--- src/rtl/pc_pkg.sv ---
// Shared command encoding and decode for the call-stack program counter.
// Latency: purely combinational helpers, no state.
// Backpressure: none; the decode is evaluated every cycle.
package pc_pkg;

  typedef enum logic [2:0] {
    OP_HOLD,
    OP_INC,
    OP_LD,
    OP_CALL,
    OP_RET
  } pc_op_e;

  // Fixed command priority: RET > CALL > LD > INC > HOLD.
  function automatic pc_op_e pc_decode(input logic ret, input logic call,
                                       input logic ld,  input logic inc);
    pc_op_e op;
    if (ret)       op = OP_RET;
    else if (call) op = OP_CALL;
    else if (ld)   op = OP_LD;
    else if (inc)  op = OP_INC;
    else           op = OP_HOLD;
    return op;
  endfunction

endpackage

--- src/rtl/pc_call_stack_ret_stack.sv ---
// LIFO return-address stack indexed by the entry count; only the count is reset.
// Latency: push/pop take effect on the next rising edge; top/flags come from registered state.
// Backpressure: a push when full or a pop when empty is ignored and the caller flags the error.
module ret_stack #(
  parameter int WIDTH = 10,
  parameter int DEPTH = 8,
  localparam int CW   = $clog2(DEPTH) + 1
) (
  input  logic             clk_i,
  input  logic             rst_ni,
  input  logic             push_i,
  input  logic [WIDTH-1:0] push_dat_i,
  input  logic             pop_i,
  output logic [WIDTH-1:0] top_o,
  output logic [CW-1:0]    cnt_o,
  output logic             empty_o,
  output logic             full_o
);

  localparam int AW = $clog2(DEPTH);

  logic [WIDTH-1:0] mem_q [DEPTH];
  logic [CW-1:0]    cnt_q, cnt_d;
  logic [CW-1:0]    top_idx;

  assign empty_o = (cnt_q == '0);
  assign full_o  = (cnt_q == CW'(DEPTH));
  assign cnt_o   = cnt_q;
  assign top_idx = cnt_q - CW'(1);
  // An empty stack reports zero rather than whatever stale entry sits below.
  assign top_o   = empty_o ? '0 : mem_q[top_idx[AW-1:0]];

  // Next count: blocked push/pop leave the pointer alone, so it never wraps.
  always_comb begin
    cnt_d = cnt_q;
    if (push_i && !full_o)      cnt_d = cnt_q + CW'(1);
    else if (pop_i && !empty_o) cnt_d = cnt_q - CW'(1);
  end

  // Count register, the only stack state cleared by reset.
  always_ff @(posedge clk_i or negedge rst_ni) begin
    if (!rst_ni) cnt_q <= '0;
    else         cnt_q <= cnt_d;
  end

  // Entry storage, written at the slot just above the current top.
  always_ff @(posedge clk_i) begin
    if (push_i && !full_o) mem_q[cnt_q[AW-1:0]] <= push_dat_i;
  end

endmodule

--- src/rtl/pc_call_stack.sv ---
// Program counter with a hardware return-address stack for single-cycle CALL/RET.
// Latency: command sampled at an edge is visible on PC_COUNT right after that edge.
// Backpressure: none; stack overflow/underflow sets the sticky STACK_ERR instead.
module pc_call_stack
  import pc_pkg::*;
#(
  parameter int               WIDTH     = 10,
  parameter int               DEPTH     = 8,
  parameter logic [WIDTH-1:0] RESET_VEC = '0,
  parameter int               INC_STEP  = 1,
  localparam int              CW        = $clog2(DEPTH) + 1
) (
  input  logic             CLK,
  input  logic             RST_N,
  input  logic [WIDTH-1:0] DIN,
  input  logic             PC_LD,
  input  logic             PC_INC,
  input  logic             PC_CALL,
  input  logic             PC_RET,
  input  logic             ERR_CLR,
  output logic [WIDTH-1:0] PC_COUNT,
  output logic [WIDTH-1:0] RET_TOP,
  output logic [CW-1:0]    STACK_CNT,
  output logic             STACK_EMPTY,
  output logic             STACK_FULL,
  output logic             STACK_ERR
);

  localparam logic [WIDTH-1:0] STEP = WIDTH'(INC_STEP);

  pc_op_e           op;
  logic [WIDTH-1:0] pc_q, pc_d;
  logic [WIDTH-1:0] pc_inc;
  logic             err_q, err_d;
  logic             err_set;
  logic             push, pop;

  assign op     = pc_decode(PC_RET, PC_CALL, PC_LD, PC_INC);
  // Increment and return address share the same modulo-2^WIDTH sum.
  assign pc_inc = pc_q + STEP;

  ret_stack #(
    .WIDTH(WIDTH),
    .DEPTH(DEPTH)
  ) u_ret_stack (
    .clk_i      (CLK),
    .rst_ni     (RST_N),
    .push_i     (push),
    .push_dat_i (pc_inc),
    .pop_i      (pop),
    .top_o      (RET_TOP),
    .cnt_o      (STACK_CNT),
    .empty_o    (STACK_EMPTY),
    .full_o     (STACK_FULL)
  );

  // Next-PC mux and stack control; CALL still jumps when the stack is full.
  always_comb begin
    pc_d    = pc_q;
    push    = 1'b0;
    pop     = 1'b0;
    err_set = 1'b0;
    unique case (op)
      OP_INC:  pc_d = pc_inc;
      OP_LD:   pc_d = DIN;
      OP_CALL: begin
        pc_d    = DIN;
        push    = !STACK_FULL;
        err_set = STACK_FULL;
      end
      OP_RET: begin
        if (STACK_EMPTY) begin
          err_set = 1'b1;
        end else begin
          pc_d = RET_TOP;
          pop  = 1'b1;
        end
      end
      default: pc_d = pc_q;
    endcase
  end

  // A fresh error in the same cycle as ERR_CLR keeps the flag set.
  assign err_d = err_set | (err_q & ~ERR_CLR);

  // PC and sticky error registers.
  always_ff @(posedge CLK or negedge RST_N) begin
    if (!RST_N) begin
      pc_q  <= RESET_VEC;
      err_q <= 1'b0;
    end else begin
      pc_q  <= pc_d;
      err_q <= err_d;
    end
  end

  assign PC_COUNT  = pc_q;
  assign STACK_ERR = err_q;

endmodule

--- config.mk ---
export PLATFORM = sky130hd
export DESIGN_NAME = pc_call_stack
export DESIGN_NICKNAME = d
export VERILOG_FILES = /design/src/rtl/pc_pkg.sv /design/src/rtl/pc_call_stack_ret_stack.sv /design/src/rtl/pc_call_stack.sv
export SDC_FILE = /design/constraint.sdc
export NUM_CORES = 1
export LEC_CHECK = 0
export CAP_MARGIN = 20
export CELL_PAD_IN_SITES_DETAIL_PLACEMENT = 0
export CELL_PAD_IN_SITES_GLOBAL_PLACEMENT = 2
export CORE_MARGIN = 2
export CORE_UTILIZATION = 32
export CTS_BUF_LIST = sky130_fd_sc_hd__clkbuf_2 sky130_fd_sc_hd__clkbuf_4 sky130_fd_sc_hd__clkbuf_8
export DETAILED_ROUTE_END_ITERATION = 8
export PLACE_DENSITY = 0.76
export SLEW_MARGIN = 40
export SYNTH_ARGS = -nofsm -noshare
export SYNTH_HDL_FRONTEND = slang
export SYNTH_HIERARCHICAL = 1
export SYNTH_SLANG_ARGS = --single-unit
--- constraint.sdc ---
create_clock -name CLK -period 3.1 [get_ports CLK]
set_input_delay 0.31 -clock CLK [delete_from_list [all_inputs] [get_ports CLK]]
set_output_delay 0.31 -clock CLK [all_outputs]
set_load 0.005 [all_outputs]
==> results.py <==
metrics = {
    "status": {
        "status": "completed",
    },
    "setup_path": {
        "reg2reg_from": "u_ret_stack/cnt_o[1]",
        "crit_slowest_cell": "dfrtp_1",
        "crit_type": "register to output pin",
        "worstPathCellList": "inv_1 > ha_1 > buf_6 > mux4_2 > o21ai_0 > nand2_1 > clkdlybuf4s50_1",
        "cp.required_ps": 2790,
        "cp-startpoint": "u_ret_stack/cnt_o[1]",
        "crit_path_end": "RET_TOP[6]",
        "r2r_cells": 7,
        "slowest_delay_ps": 490,
        "crit_buf_inv": 3,
        "path_depth": 7,
        "cp_max_fo": 22,
        "crit_path_end_kind": "output pin",
        "r2r_slack_ps": 560,
        "reg2reg_to": "u_ret_stack/mem_q[0][1]",
        "start_kind": "register",
        "path_delay_family": "buffers and inverters",
        "cp.arrival_ps": 2640,
    },
    "grt": {
        "grt_pass1_vias": 2611,
        "grt_pass1_wl_mm": 15.7,
        "gr-total-overflow": 0,
        "grt_usage": 0.148,
        "grt_max_degree": 28,
        "antenna_found_initial": 0,
    },
    "synth": {
        "synthFlopType": "edfxtp_1",
        "synthesis.area_um2": 4350,
        "synth-seq-cells": 95,
        "synth_edf_count": 80,
        "yosys_warnings": 6,
        "synth_top_cells_by_count": "80 x edfxtp_1, 39 x o21ai_0, 26 x nand2_1, 19 x mux4_2, 17 x nor2_1",
        "async_flop_share": 0.158,
        "syn_nets": 318,
        "synth_top_area_share": 0.553,
        "synth.most_common_cell": "edfxtp_1",
        "synthCells": 298,
        "ys_types": 45,
        "avgSynthCellArea_um2": 14.6,
        "yosysSeqAreaShare": 0.639,
        "ys_top_cells_by_area": "edfxtp_1 55%, mux4_2 9.8%, dfrtp_1 8.6%",
        "yosys.area.top_type": "edfxtp_1",
    },
    "floorplan": {
        "core-area_um2": 13200,
        "initial_core_util": 0.328,
        "num_rows": 42,
        "dieWidth_um": 121,
        "die_area_um2": 14500,
        "die_y_um": 121,
        "io_pins": 44,
    },
    "clock_network": {
        "clkLatencyLatePin_ps": 370,
        "postCtsSetupBuffers": 0,
        "path_clk_slew_ps": 100,
        "ctsHtreeMaxLevel": 3,
        "cts_inserted_buffers": 9,
        "clock_sinks": 95,
        "cts_tree": "yes",
        "cts_buffer_depth": 2,
        "root_buffer": "clkbuf_8",
    },
    "placed_design": {
        "port_buffers": 43,
        "dp_cells": 516,
        "dp_hpwl_mm": 7.11,
        "place.gp.congestion": 0.802,
    },
    "detailed_routing": {
        "wl_per_cell_um": 19.3,
        "met1_length_mm": 4.92,
        "drt_iter0_markers": 180,
        "route.vias.total": 2732,
        "wirelength_mm": 10.3,
        "route.detailed.drc": 0,
        "drtPass1Iterations": 4,
        "wl_met2_mm": 4.78,
        "routed.top_layer": "met4",
        "routed_via_density": 5.13,
        "ant_nets": 0,
        "route.met3.wl_um": 399,
    },
    "timing": {
        "fin_tns_setup_ps": 0,
        "worst_slew_pin_slew_ps": 734,
        "skew_ps": 12.4,
        "final_hold_viol_count": 0,
        "max_slew_margin": 0.507,
        "finalSetupViolCount": 0,
        "fmax_mhz": 339,
        "rsz0062_at_grt": "no",
        "period_needed_ps": 2950,
        "fin_crit_sh": 0.953,
        "slew_violations": 0,
    },
    "power_and_ir_drop": {
        "power.net_switching_w": 0.00184,
        "power_density_nw_per_um2": 981,
        "comb_power_share": 0.450,
        "max-vdd-ir-drop_mv": 0.268,
        "p_int_w": 0.00329,
        "p_clk_frac": 0.168,
        "sw_frac_of_total": 0.358,
        "static-leakage-power_nw": 1.82,
        "pwr-share-seq": 0.382,
    },
    "finish": {
        "drive_gt1_frac": 0.165,
        "n_antenna_cell": 0,
        "nets": 372,
        "syn_to_final_growth_pct": 20.2,
        "layout.cells.non_filler": 533,
    },
    "run": {
        "drv_cap": 0,
    },
    "hold_path": {
        "hold_class": "primary input to asynchronous set/reset pin",
    },
}
==> cell families (layout without fill, tap and decap cells) <==
logic type      after synthesis  count (layout)  synth area share
fa+ha+maj                     3               3           0.00863
buf+inv                      22              81            0.0317
flops                        95              95             0.639
simple gates                 73              73            0.0837
mux                          25              25             0.118
xor+xnor                      9               9            0.0181
compound gates               71              71             0.101
==> area by class of cell <==
type | count | area [um2]
multi-input combinational | 181 | 1430
sequential | 95 | 2780
clock buffer | 9 | 124
tap | 176 | 220
inverter | 4 | 15.0
fill | 1244 | 8020
clock inverter | 7 | 91.3
timing repair buffer | 61 | 567
==> timing repair <==
action,in CTS,in global routing
gates resized for setup,0,1
hold buffers,0,1
endpoints found under the setup margin,0,9
endpoints found under the hold margin,0,15
==> registers in the layout (all words and copies together), names as in the netlist <==
signal / count
PC_COUNT: 10
STACK_ERR: 1
u_ret_stack/cnt_o: 4
u_ret_stack/mem_q: 80
==> cell usage in the layout (no fill, tap or decap), types with 6 or more instances in the layout <==
master / instances
mux4_2: 19
clkbuf_8: 9
clkdlybuf4s50_1: 42
edfxtp_1: 80
and3_1: 6
xor2_1: 7
nor3b_1: 9
nand2_1: 26
dfrtp_1: 15
o21ai_0: 39
a21oi_1: 6
nor2b_1: 6
buf_4: 16
nor2_1: 17
==> worst register-to-register path, cell delays in order, from the launching register on <==
cell and delay [ps]:
dfrtp_1 490, inv_1 130, ha_1 300, and3b_1 250, nor2b_1 240, nor2b_1 200
and3_1 420, buf_4 240
==> through the flow <==
stage	total power (W)	worst slack [ps]	utilization	hold slack [ps]	area [um2]
final	0.00513	147	0.395	394	5230
after global routing	0.00546	3.46	0.395	417	5230
after global placement	0.00429	520	0.378	543	5000
after detailed placement	0.00432	454	0.378	556	5000
after floorplan	0.00328	79.7	-	14.4	4350
after CTS	0.00519	33.0	0.394	412	5220
==> per-layer routing <==
metal / up-vias / GRT usage
met5: - / 0
met4: 0 / 0.0589
met3: 16 / 0.0217
met2: 57 / 0.224
met1: 1394 / 0.215
li1: 1265 / -
==> power groups by stage <==
stage | sequential, W | combinational, W | clock (W)
floorplan | 0.00192 | 0.00135 | 0
global placement | 0.00198 | 0.00231 | 0
detailed placement | 0.00199 | 0.00233 | 0
CTS | 0.00196 | 0.00234 | 0.000885
global route | 0.00199 | 0.00254 | 0.000933
finish | 0.00196 | 0.00231 | 0.000860
==> how the worst min path moves through the flow <==
stage	endpoint	slack, ps
floorplan	PC_COUNT[0]	10
global placement	PC_COUNT[9]	540
detailed placement	PC_COUNT[9]	560
CTS	PC_COUNT[4]	410
global route	PC_COUNT[4]	420
finish	u_ret_stack/cnt_o[1]	390
Power figures use the tool's default switching activity.
